`config.mk`:
```
export PLATFORM = sky130hd
export DESIGN_NAME = vga_rx_monitor
export DESIGN_NICKNAME = d
export VERILOG_FILES = /design/src/rtl/vga_rx_monitor.sv
export SDC_FILE = /design/constraint.sdc
export NUM_CORES = 1
export LEC_CHECK = 0
export BUFFER_PORTS_ARGS = -buffer_cell sky130_fd_sc_hd__buf_2
export CAP_MARGIN = 20
export CELL_PAD_IN_SITES_DETAIL_PLACEMENT = 0
export CELL_PAD_IN_SITES_GLOBAL_PLACEMENT = 1
export CORE_MARGIN = 2
export CORE_UTILIZATION = 25
export DETAILED_ROUTE_END_ITERATION = 10
export PLACE_DENSITY_LB_ADDON = 0.05
export SYNTH_ARGS = -nofsm -noshare
export SYNTH_HDL_FRONTEND = slang
export SYNTH_SLANG_ARGS = --single-unit
```
`constraint.sdc`:
```
create_clock -name CLOCK_50 -period 12.89 [get_ports CLOCK_50]
set_input_delay 2.578 -clock CLOCK_50 [delete_from_list [all_inputs] [get_ports CLOCK_50]]
set_output_delay 2.578 -clock CLOCK_50 [all_outputs]
set_load 0.01 [all_outputs]
```
`src/rtl/vga_rx_monitor.sv`:
```
`timescale 1ns/1ps
`default_nettype none
// ============================================================================
// Module   : vga_rx_monitor
// Purpose  : Samples a VGA_CLK/HS/VS/RGB stream in the CLOCK_50 domain, checks
//            sync timing against a fixed raster, locks, and recovers pixels.
// Revision : 1.0 - initial release
// ============================================================================
module vga_rx_monitor #(
  parameter int H_TOTAL   = 800,
  parameter int HS_WIDTH  = 97,
  parameter int V_TOTAL   = 525,
  parameter int VS_WIDTH  = 3,
  parameter int H_ACT_MIN = 97,
  parameter int V_ACT_MIN = 3
) (
  input  logic        CLOCK_50,
  input  logic        reset,
  input  logic        vga_clk,
  input  logic        vga_hs,
  input  logic        vga_vs,
  input  logic [7:0]  vga_r,
  input  logic [7:0]  vga_g,
  input  logic [7:0]  vga_b,
  output logic        locked,
  output logic        pix_valid,
  output logic [9:0]  pix_x,
  output logic [9:0]  pix_y,
  output logic [23:0] pix_rgb,
  output logic        frame_start,
  output logic [7:0]  frame_count,
  output logic [7:0]  err_count,
  output logic [1:0]  err_code
);

  localparam logic [9:0] C_H_LAST  = 10'(H_TOTAL - 1);
  localparam logic [9:0] C_HS_W    = 10'(HS_WIDTH);
  localparam logic [9:0] C_V_LAST  = 10'(V_TOTAL - 1);
  localparam logic [9:0] C_VS_W    = 10'(VS_WIDTH);
  localparam logic [9:0] C_H_ACT   = 10'(H_ACT_MIN);
  localparam logic [9:0] C_V_ACT   = 10'(V_ACT_MIN);
  localparam logic [9:0] C_CNT_MAX = 10'h3FF;

  typedef enum logic [1:0] {
    ST_SEARCH = 2'd0,
    ST_CHECK  = 2'd1,
    ST_LOCKED = 2'd2
  } state_t;

  state_t      r_state;
  state_t      w_state_nxt;

  logic        r_clk_q;
  logic        r_s_stb;
  logic        r_s_hs;
  logic        r_s_vs;
  logic [23:0] r_s_rgb;
  logic        r_hs_prev;
  logic        r_vs_prev;
  logic [9:0]  r_h;
  logic [9:0]  r_v;
  logic [9:0]  r_hs_cnt;
  logic [9:0]  r_vs_cnt;

  logic        w_tick;
  logic        w_hs_rise;
  logic        w_hs_fall;
  logic        w_vs_rise;
  logic        w_vs_fall;
  logic [9:0]  w_h_nxt;
  logic [9:0]  w_v_nxt;
  logic [9:0]  w_hs_cnt_nxt;
  logic [9:0]  w_vs_cnt_nxt;
  logic        w_e0;
  logic        w_e1;
  logic        w_e2;
  logic        w_e3;
  logic        w_err;
  logic [1:0]  w_code;
  logic        w_pix;
  logic        w_fs;

  assign w_tick = vga_clk & ~r_clk_q;
  assign locked = (r_state == ST_LOCKED);

  always_comb begin
    w_hs_rise    = r_s_hs & ~r_hs_prev;
    w_hs_fall    = ~r_s_hs & r_hs_prev;
    w_vs_rise    = r_s_vs & ~r_vs_prev;
    w_vs_fall    = ~r_s_vs & r_vs_prev;
    w_h_nxt      = r_h;
    w_v_nxt      = r_v;
    w_hs_cnt_nxt = r_hs_cnt;
    w_vs_cnt_nxt = w_vs_rise ? 10'd0 : r_vs_cnt;
    w_state_nxt  = r_state;
    w_code       = 2'd0;

    if (w_hs_rise) begin
      w_h_nxt      = 10'd0;
      w_hs_cnt_nxt = 10'd1;
      if (w_vs_rise)
        w_v_nxt = 10'd0;
      else if (r_v != C_CNT_MAX)
        w_v_nxt = r_v + 10'd1;
      if (r_s_vs && (w_vs_cnt_nxt != C_CNT_MAX))
        w_vs_cnt_nxt = w_vs_cnt_nxt + 10'd1;
    end else begin
      if (r_h != C_CNT_MAX)
        w_h_nxt = r_h + 10'd1;
      if (r_s_hs && (r_hs_cnt != C_CNT_MAX))
        w_hs_cnt_nxt = r_hs_cnt + 10'd1;
    end

    // The 1022->1023 step flags an overlong line exactly once per saturation.
    w_e0  = w_hs_rise ? (r_h != C_H_LAST) : (r_h == C_CNT_MAX - 10'd1);
    w_e1  = w_hs_fall && (r_hs_cnt != C_HS_W);
    w_e2  = w_vs_rise && (r_v != C_V_LAST);
    w_e3  = w_vs_fall && (r_vs_cnt != C_VS_W);
    w_err = r_s_stb && (r_state != ST_SEARCH) && (w_e0 || w_e1 || w_e2 || w_e3);

    if (w_e3)      w_code = 2'd3;
    else if (w_e2) w_code = 2'd2;
    else if (w_e1) w_code = 2'd1;

    if (r_s_stb) begin
      case (r_state)
        ST_SEARCH: if (w_vs_rise) w_state_nxt = ST_CHECK;
        ST_CHECK: begin
          if (w_err)          w_state_nxt = ST_SEARCH;
          else if (w_vs_rise) w_state_nxt = ST_LOCKED;
        end
        ST_LOCKED: if (w_err) w_state_nxt = ST_SEARCH;
        default:   w_state_nxt = ST_SEARCH;
      endcase
    end

    w_fs  = r_s_stb && w_vs_rise && (w_state_nxt == ST_LOCKED);
    w_pix = r_s_stb && (w_state_nxt == ST_LOCKED) &&
            (w_h_nxt >= C_H_ACT) && (w_v_nxt >= C_V_ACT);
  end

  always_ff @(posedge CLOCK_50 or posedge reset) begin
    if (reset) r_state <= ST_SEARCH;
    else       r_state <= w_state_nxt;
  end

  always_ff @(posedge CLOCK_50 or posedge reset) begin
    if (reset) begin
      r_clk_q     <= 1'b0;
      r_s_stb     <= 1'b0;
      r_s_hs      <= 1'b0;
      r_s_vs      <= 1'b0;
      r_s_rgb     <= 24'd0;
      r_hs_prev   <= 1'b0;
      r_vs_prev   <= 1'b0;
      r_h         <= 10'd0;
      r_v         <= 10'd0;
      r_hs_cnt    <= 10'd0;
      r_vs_cnt    <= 10'd0;
      pix_valid   <= 1'b0;
      pix_x       <= 10'd0;
      pix_y       <= 10'd0;
      pix_rgb     <= 24'd0;
      frame_start <= 1'b0;
      frame_count <= 8'd0;
      err_count   <= 8'd0;
      err_code    <= 2'd0;
    end else begin
      r_clk_q     <= vga_clk;
      r_s_stb     <= w_tick;
      pix_valid   <= w_pix;
      frame_start <= w_fs;
      if (w_tick) begin
        r_s_hs  <= vga_hs;
        r_s_vs  <= vga_vs;
        r_s_rgb <= {vga_r, vga_g, vga_b};
      end
      if (r_s_stb) begin
        r_hs_prev <= r_s_hs;
        r_vs_prev <= r_s_vs;
        r_h       <= w_h_nxt;
        r_v       <= w_v_nxt;
        r_hs_cnt  <= w_hs_cnt_nxt;
        r_vs_cnt  <= w_vs_cnt_nxt;
      end
      if (w_pix) begin
        pix_x   <= w_h_nxt;
        pix_y   <= w_v_nxt;
        pix_rgb <= r_s_rgb;
      end
      if (w_fs)
        frame_count <= frame_count + 8'd1;
      if (w_err) begin
        err_code <= w_code;
        if (err_count != 8'hFF)
          err_count <= err_count + 8'd1;
      end
    end
  end

endmodule
`default_nettype wire

```
==> results of run 1 <==
## area by class of cell
class	count	area [um2]	area share, %
repair buffers	99	534	6.70
clock inverters	14	150	1.88
clock buffers	17	425	5.33
flip-flops and latches	136	3400	42.7
well taps	335	419	5.25
inverters	18	72.6	0.910
multi-input cells	387	2970	37.3
## flip-flops by register name (all words and copies together), names as in the netlist
name and count:
frame_start 1, r_hs_prev 1, r_s_stb 1, frame_count 8, pix_y 10, err_code 2
r_s_vs 1, r_state 2, r_s_hs 1, pix_rgb 24, r_vs_prev 1, pix_x 10
r_clk_q 1, pix_valid 1, r_s_rgb 24, r_v 10, r_vs_cnt 10, err_count 8
r_h 10, r_hs_cnt 10
## through the flow
| stage | total power, W | cells | hold slack [ns] |
|---|---|---|---|
| detailed placement | 0.000713 | 973 | 0.471 |
| finish | 0.00119 | 1006 | 0.482 |
| floorplan | 0.000651 | 575 | 0.469 |
| global placement | 0.000711 | 973 | 0.462 |
| global route | 0.00126 | 1006 | 0.510 |
| CTS | 0.00121 | 1004 | 0.486 |
## worst max-delay path, stage by stage, from the launching register on
cell and delay (ns):
dfrtp_1 0.48, nand2b_1 0.54, a2111oi_1 0.51, a2111oi_0 0.20, a2111oi_0 0.63, nand4b_1 0.33
nand2_4 0.70, mux2_2 0.41
## report_power, final
part	internal, W	switching (W)	total (W)
combinational	0.0000798	0.000106	0.000185
sequential	0.000468	0.0000497	0.000518
clock	0.000285	0.000199	0.000484
## path summary, 6_finish.rpt
kind                                               to  slack, ns
setup / recovery                 pix_y[9]$_DFFE_PP0P_       8.88
hold / removal             frame_count[7]$_DFFE_PP0P_       0.48
setup reg to reg                 pix_y[9]$_DFFE_PP0P_       8.88
hold reg to reg            frame_count[7]$_DFFE_PP0P_       0.48
max in group asynchronous     pix_rgb[21]$_DFFE_PP0P_       9.62
min in group asynchronous         pix_valid$_DFF_PP0_       2.22
## logic make-up (layout without fill, tap and decap cells)
group | count (synthesis) | in the layout | share of synthesized area (%)
buffers and inverters | 52 | 148 | 4.29
AO/OA/AOI/OAI | 109 | 109 | 11.5
XOR/XNOR | 27 | 27 | 3.55
multiplexers | 74 | 74 | 14.4
AND/OR/NAND/NOR | 168 | 168 | 13.4
adder cells (fa/ha/maj) | 9 | 9 | 1.69
flip-flops | 136 | 136 | 51.2
## routing by layer
layer	routed length, um	GRT usage (%)	vias to the layer above
met2	7960	19.6	83
met3	631	3.57	4
met5	0	0	-
met4	72	3.37	0
li1	-	-	2275
met1	7980	16.5	2386
## cell usage in the layout (no fill, tap or decap), types with 3 or more instances in the layout
| cell | synthesis | final |
|---|---|---|
| dfrtp_1 | 136 | 136 |
| buf_2 | 8 | 93 |
| nand2_1 | 39 | 39 |
| mux2_2 | 39 | 39 |
| mux2_4 | 33 | 33 |
| nor2_1 | 29 | 29 |
| o21ai_0 | 23 | 23 |
| a21oi_1 | 20 | 20 |
| nand3_1 | 19 | 19 |
| inv_1 | 18 | 17 |
| clkbuf_16 | 0 | 17 |
| xnor2_1 | 16 | 16 |
| nand4_1 | 15 | 15 |
| and3_1 | 14 | 14 |
| nor3_1 | 11 | 11 |
| xor2_1 | 11 | 11 |
| and2_1 | 10 | 10 |
| a31oi_1 | 10 | 10 |
| ha_1 | 9 | 9 |
| a211oi_1 | 7 | 7 |
| a22o_1 | 7 | 7 |
| o21a_1 | 6 | 6 |
| and4_1 | 5 | 5 |
| a41oi_1 | 5 | 5 |
| nor4_1 | 5 | 5 |
| nor2b_1 | 5 | 4 |
| or3_1 | 4 | 4 |
| a311oi_1 | 4 | 4 |
| inv_6 | 0 | 4 |
| buf_4 | 3 | 4 |
| nand2b_1 | 3 | 3 |
| o41ai_1 | 3 | 3 |
| clkinv_2 | 0 | 3 |
| clkinvlp_4 | 0 | 3 |
| clkinv_4 | 0 | 3 |
==> reports/metrics.cfg, run 1 <==
[placed_design]
dpl_cell_area_um2 = 7360
dp_slack_ns = 8.63
portBuffers = 93
gp_congestion = 0.736
dp_hpwl_mm = 11.1

[hold_path]
hold_path.startpoint = frame_count[7]$_DFFE_PP0P_
holdPathStages = 1
worstHoldPathType = reg2reg

[floorplanning]
die_y_um = 167
initial_core_util_pct = 25.5
row_count = 59
dieArea_um2 = 27900
core_area_um2 = 26100
dieWidth_um = 167
ios = 94

[finish]
nFillCells = 2697
post-route-cell-area_um2 = 7980
area_growth_pct = 19.9
utilization_pct = 30.6
nets = 697
n_antenna_cell = 0
drive_gt1_share_pct = 31.7

[timing]
fin_crit_sh_pct = 31.1
fin_ws_ns = 8.88
setup_viol_count_final = 0
finClkSkew_ns = 0.0142
setup_tns_ns = 0
final_max_slew_viol_count = 0
hold_viol = 0
worst_pin_slew_ns = 1.09
rsz0062_at_grt = false
clock.fmax_mhz = 249
relSlewSlack_pct = 27.4
final.min_clock_period_ns = 4.01

[critical_path]
rr_worst_depth = 7
worstPathMaxFanout = 44
end_kind = register
worstReg2RegStart = r_hs_prev$_DFFE_PP0P_
cp-startpoint = r_hs_prev$_DFFE_PP0P_
cp.required_ns = 13.19
critPathKind = reg2reg
critPathLaunchType = register
cp.arrival_ns = 4.31

[drt]
ant_nets = 0
via_per_inst = 4.72
finalWirelength_mm = 16.6
avgRoutedWirePerCell_um = 16.5
firstDrtPassIters = 4
vias = 4748
drt_iter0_drc = 204
drcViolationCount = 0

[yosys]
synth_flop_cell = dfrtp_1
synth_nets = 613
ys_ff_latch = 136
synthesis.instances = 575
synth_most_common_cell = dfrtp_1
synth.distinct_cells = 65
seq_area_frac_synth_pct = 51.2
yosys-top-cells-count = dfrtp_1, mux2_2, nand2_1, mux2_4, nor2_1
async_reset_ff_share_pct = 100
yosysTopAreaCell = dfrtp_1
yosys_warnings = 0
yosysTopAreaCellShare_pct = 51.2
synth_area_um2 = 6650
yosys-top-cells-area = dfrtp_1, mux2_4, mux2_2, nand2_1, xnor2_1
synth-edff-count = 0
avgSynthCellArea_um2 = 11.6

[clock_tree]
cts.sinks = 136
cts_root_buf = clkbuf_16
postCtsHoldBufs = 0
ctsHtreeMaxLevel = 4
cts_buffer_depth = 2
cts_tree = done
path_clk_slew_ns = 0.06
clk_latency_ns = 0.42
cts_buffers = 17
cts_setup_buffers = 0
cts_resized = 0

[global_routing]
grt_pass1_vias = 4833
grt_overflow = 0
grt_max_degree = 81
grt_pass1_wl_mm = 27.3
grt_use_total_pct = 12.3
antenna_found_initial = 0

[power_and_ir_drop]
p_per_area_nw_per_um2 = 149
p_leak_nw = 3.80
vdd_drop_max_mv = 0.0585

[flow_run]
maxCapViolations = 0

[outcome]
status = complete, no violations

No activity file was read; power rests on OpenSTA's default activity.
==> run 2: changes to the inputs <==
==> constraint.sdc (replaced) <==
create_clock -name CLOCK_50 -period 3.71 [get_ports CLOCK_50]
set_input_delay 0.742 -clock CLOCK_50 [delete_from_list [all_inputs] [get_ports CLOCK_50]]
set_output_delay 0.742 -clock CLOCK_50 [all_outputs]
set_load 0.01 [all_outputs]
==> run 2 against run 1 <==
Net effect:
- sequential share of layout area decreased by 0.54 points
- power grew to 3.5 times the previous value
- setup slack worse by 8.6 ns
- non-clock buffer count rose by 13
- largest cell class unchanged
- clock-buffer cell count rose by 1
- critical path type unchanged
- routed wire length increased by 4.4%
- via count rose by 1.7%
- critical path depth rose by 2
==> reports/metrics.cfg, run 2 (same netlist as run 1, synthesis figures left out) <==
[finish]
area_growth_pct = 21.4
drive_gt1_share_pct = 33.1
n_antenna_cell = 0
utilization_pct = 31.0
nFillCells = 2659
post-route-cell-area_um2 = 8080
nets = 710
top_regs = pix_rgb: 24 flops, r_s_rgb: 24 flops
final_common_cell = dfrtp_1
final_cell_mix = dfrtp_1, buf_2, nand2_1, mux2_2, mux2_4

[clock_tree]
cts.sinks = 136
cts_buffer_depth = 2
path_clk_slew_ns = 0.07
cts_buffers = 17
postCtsHoldBufs = 0
ctsHtreeMaxLevel = 4
cts_setup_buffers = 0
cts_root_buf = clkbuf_16
clk_latency_ns = 0.43
cts_tree = done

[timing]
final_max_slew_viol_count = 0
finClkSkew_ns = 0.0151
fin_crit_sh_pct = 93.4
hold_viol = 0
worst_pin_slew_ns = 0.938
clock.fmax_mhz = 289
final.min_clock_period_ns = 3.46
setup_tns_ns = 0
holdWs_ns = 0.405
rsz0062_at_grt = false
relSlewSlack_pct = 37.3
setup_viol_count_final = 0

[global_routing]
antenna_found_initial = 0
grt_use_total_pct = 12.9
grt_pass1_vias = 4966
grt_overflow = 0
grt_max_degree = 81
grt_pass1_wl_mm = 28.4

[power_and_ir_drop]
vdd_drop_max_mv = 0.247
power_frac_seq_pct = 43.5
switching_share_pct = 31.8
p_switching_w = 0.00131
p_per_area_nw_per_um2 = 509
p_leak_nw = 3.86
p_int_w = 0.00280
clkPwrFrac_pct = 40.0
combPwrFrac_pct = 16.5

[floorplanning]
core_area_um2 = 26100
dieArea_um2 = 27900
initial_core_util_pct = 25.5
row_count = 59
die_y_um = 167
dieWidth_um = 167
ios = 94

[flow_run]
maxCapViolations = 0

[outcome]
status = complete, no violations

[drt]
ant_nets = 0
finalWirelength_mm = 17.4
drt_iter0_drc = 212
drcViolationCount = 0
vias = 4831
via_per_inst = 4.74
avgRoutedWirePerCell_um = 17.0
firstDrtPassIters = 5

[critical_path]
critPathLaunchType = register
worstPathMaxFanout = 22
critPathKind = reg2reg
end_kind = register
cp.arrival_ns = 3.76
cp.required_ns = 4.01

[placed_design]
dp_hpwl_mm = 12.1
portBuffers = 93
dpl_cell_area_um2 = 7510
gp_congestion = 0.792

[hold_path]
worstHoldPathType = in2async

## run 2: changes by cell type in the layout (fill, tap and decap cells not counted), moves of 2 or more
cell,before,now
buf_4,4,16
inv_8,0,3
clkinv_2,3,0
buf_12,0,3
bufinv_16,2,0
## run 2: metrics by stage
step	setup WS (ns)	total power, W	instances
2_1_floorplan	0.975	0.00226	575
3_3_place_gp	0.263	0.00250	988
3_5_place_dp	0.187	0.00250	988
4_1_cts	0.144	0.00419	1020
5_1_grt	0.0276	0.00436	1020
6_report	0.246	0.00411	1020
## run 2: area by class of cell
class	instances	area (um2)	share of cell area, %
sequential	136	3400	42.1
multi-input combinational	387	2970	36.8
timing repair buffer	112	646	7.99
clock buffer	18	429	5.31
tap	335	419	5.19
clock inverter	14	135	1.67
inverter	18	71.3	0.883
## run 2: worst paths after layout
kind	endpoint	slack, ns	cells after the start	startpoint
max	pix_y[3]$_DFFE_PP0P_	0.25	9	r_h[0]$_DFFE_PP0P_
min	pix_rgb[0]$_DFFE_PP0P_	0.41	2	reset
max reg2reg	pix_y[3]$_DFFE_PP0P_	0.25	9	r_h[0]$_DFFE_PP0P_
min reg2reg	frame_count[7]$_DFFE_PP0P_	0.48	1	frame_count[7]$_DFFE_PP0P_
max in group asynchronous	r_v[0]$_DFFE_PP0P_	2.42	3	reset
min in group CLOCK_50	r_clk_q$_DFF_PP0_	0.44	1	vga_clk
## run 2: power by group through the flow
stage                     combinational, W  sequential [W]  clock, W
final                             0.000678         0.00179   0.00165
after global routing              0.000756         0.00182   0.00179
after CTS                         0.000689         0.00179   0.00171
after detailed placement          0.000686         0.00181         0
after global placement            0.000692         0.00181         0
after floorplan                   0.000496         0.00177         0
## run 2: repair_timing
action	in CTS	in global routing
resized for setup	0	1
setup endpoints to repair	0	29
hold endpoints to repair	0	0
## run 2: critical path: stages, from the launching register on
cell and delay (ns):
dfrtp_1 0.51, ha_2 0.37, nand4_2 0.25, or3_1 0.48, o311a_1 0.33, o311ai_1 0.37
a21oi_2 0.19, nand2_4 0.27, buf_12 0.24, mux2_4 0.32
## run 2: per-layer routing
| layer | part of all wire, % | track usage [%] |
|---|---|---|
| met2 | 48 | 20.3 |
| met3 | 3.8 | 3.05 |
| met1 | 47 | 17.7 |
| met4 | 1.2 | 3.90 |
| met5 | 0 | 0 |
==> run 3: changes to the inputs <==
--- a/config.mk
+++ b/config.mk
@@ -7,8 +7,6 @@
 export LEC_CHECK = 0
 export BUFFER_PORTS_ARGS = -buffer_cell sky130_fd_sc_hd__buf_2
 export CAP_MARGIN = 20
-export CELL_PAD_IN_SITES_DETAIL_PLACEMENT = 0
-export CELL_PAD_IN_SITES_GLOBAL_PLACEMENT = 1
 export CORE_MARGIN = 2
 export CORE_UTILIZATION = 25
 export DETAILED_ROUTE_END_ITERATION = 10
==> run 3 against run 2 <==
Net effect:
- cell count rose by 0.20%
- clock-buffer cell count is 1 higher
- routed wire length down 4.9%
- setup slack better by 0.24 ns
- sequential cell count is the same
- largest cell class unchanged
- cell area down 0.36%
- register-to-register slack improved by 0.24 ns
- power down 2.2%
- global-route usage shrank 0.47 points
- combinational power is 2% lower
- utilization down 0.11 points
==> reports/metrics.cfg, run 3 (same netlist as run 1, synthesis figures left out) <==
[outcome]
status = complete, no violations

[placed_design]
placed_cells = 990
dpl_cell_area_um2 = 7510
portBuffers = 93
dp_slack_ns = 0.505
dp_hpwl_mm = 11.4
gp_congestion = 0.807

[timing]
worst_pin_slew_ns = 0.745
fin_crit_sh_pct = 86.8
hold_viol = 0
final_max_slew_viol_count = 0
fin_ws_ns = 0.490
final.min_clock_period_ns = 3.22
clock.fmax_mhz = 311
setup_tns_ns = 0
setup_viol_count_final = 0
relSlewSlack_pct = 50.1
rsz0062_at_grt = false
finClkSkew_ns = 0.0110

[clock_tree]
ctsHtreeMaxLevel = 4
postCtsHoldBufs = 0
cts_resized = 0
cts_buffer_depth = 2
cts.sinks = 136
cts_root_buf = clkbuf_16
cts_buffers = 17
path_clk_slew_ns = 0.06
clk_latency_ns = 0.41
cts_tree = done
cts_setup_buffers = 0

[critical_path]
path_buf_inv = 1
cp.required_ns = 4.01
cp.arrival_ns = 3.52
critPathLaunchType = register
rrSetupSlack_ns = 0.49
end_kind = register
cp-startpoint = r_v[0]$_DFFE_PP0P_
worstReg2RegEnd = pix_rgb[23]$_DFFE_PP0P_
path_cells = ha_1, and4_1, o41ai_1, a2bb2oi_1, a311oi_1, nand4b_1, nand2_4, buf_12, mux2_2
cp.depth = 9
rr_worst_depth = 9
endpoint = pix_rgb[23]$_DFFE_PP0P_
worstReg2RegStart = r_v[0]$_DFFE_PP0P_
cpPeakStageDelay_ns = 0.45
worstPathMaxFanout = 37
critPathKind = reg2reg
slowest_stage = dfrtp_1
cp_top_family = compound AO/OA/AOI/OAI gates

[drt]
via_per_inst = 4.71
drcViolationCount = 0
avgRoutedWirePerCell_um = 16.2
wl_met2_mm = 7.74
met1Wirelength_mm = 7.88
drt_iter0_drc = 228
route.top_layer_used = met4
dr_wl_met3_um = 765
vias = 4811
firstDrtPassIters = 7
finalWirelength_mm = 16.5
ant_nets = 0

[power_and_ir_drop]
p_switching_w = 0.00123
p_per_area_nw_per_um2 = 500
switching_share_pct = 30.5
combPwrFrac_pct = 16.5
p_leak_nw = 3.85
power_frac_seq_pct = 44.6
vdd_drop_max_mv = 0.189
clkPwrFrac_pct = 38.9
p_int_w = 0.00279

[global_routing]
antenna_found_initial = 0
grt_pass1_wl_mm = 27.9
grt_pass1_vias = 4999
grt_use_total_pct = 12.4
grt_max_degree = 96
grt_overflow = 0

[floorplanning]
row_count = 59
ios = 94
initial_core_util_pct = 25.5
core_area_um2 = 26100
dieArea_um2 = 27900
dieWidth_um = 167
die_y_um = 167

[finish]
final_cell_mix = dfrtp_1, buf_2, nand2_1, mux2_2, mux2_4
final_common_cell = dfrtp_1
n_antenna_cell = 0
nets = 712
drive_gt1_share_pct = 33.2
finalNonFillerCells = 1022
post-route-cell-area_um2 = 8050
area_growth_pct = 21.0
top_regs = pix_rgb: 24 flops, r_s_rgb: 24 flops

[flow_run]
maxCapViolations = 0

[hold_path]
worstHoldPathType = in2reg

==> run 3: how the worst min path moves through the flow <==
stage / to / depth (start not counted) / from / slack, ns
floorplan: r_vs_cnt[8]$_DFFE_PP0P_ / 1 / r_vs_cnt[8]$_DFFE_PP0P_ / 0.47
global placement: r_s_stb$_DFF_PP0_ / 1 / r_clk_q$_DFF_PP0_ / 0.45
detailed placement: r_s_stb$_DFF_PP0_ / 1 / r_clk_q$_DFF_PP0_ / 0.45
CTS: r_clk_q$_DFF_PP0_ / 1 / vga_clk / 0.45
global route: r_clk_q$_DFF_PP0_ / 1 / vga_clk / 0.44
finish: r_clk_q$_DFF_PP0_ / 1 / vga_clk / 0.46
==> run 3: power by group through the flow <==
stage / clock network (W) / registers, W / logic [W]
after floorplan: 0 / 0.00177 / 0.000496
after global placement: 0 / 0.00181 / 0.000673
after detailed placement: 0 / 0.00182 / 0.000672
after CTS: 0.00165 / 0.00179 / 0.000675
after global routing: 0.00171 / 0.00182 / 0.000755
final: 0.00157 / 0.00179 / 0.000664
==> run 3: metrics by stage <==
step           util, %  total power (W)  hold slack [ns]
2_1_floorplan        -          0.00226            0.469
3_3_place_gp      28.8          0.00248            0.450
3_5_place_dp      28.8          0.00249            0.451
4_1_cts           30.9          0.00411            0.445
5_1_grt           30.9          0.00429            0.439
6_report          30.9          0.00402            0.462
==> run 3: cell type report <==
class | instances | area (um2)
Fill cell | 2681 | 18000
Sequential cell | 136 | 3400
Multi-Input combinational cell | 387 | 2970
Timing Repair Buffer | 114 | 648
Clock buffer | 19 | 443
Tap cell | 335 | 419
Clock inverter | 13 | 97.6
Inverter | 18 | 71.3
==> run 3: per-layer routing <==
| layer | up-vias | GRT usage [%] |
|---|---|---|
| li1 | 2297 | - |
| met1 | 2401 | 16.6 |
| met2 | 104 | 19.9 |
| met3 | 9 | 3.57 |
| met4 | 0 | 3.15 |
| met5 | - | 0 |
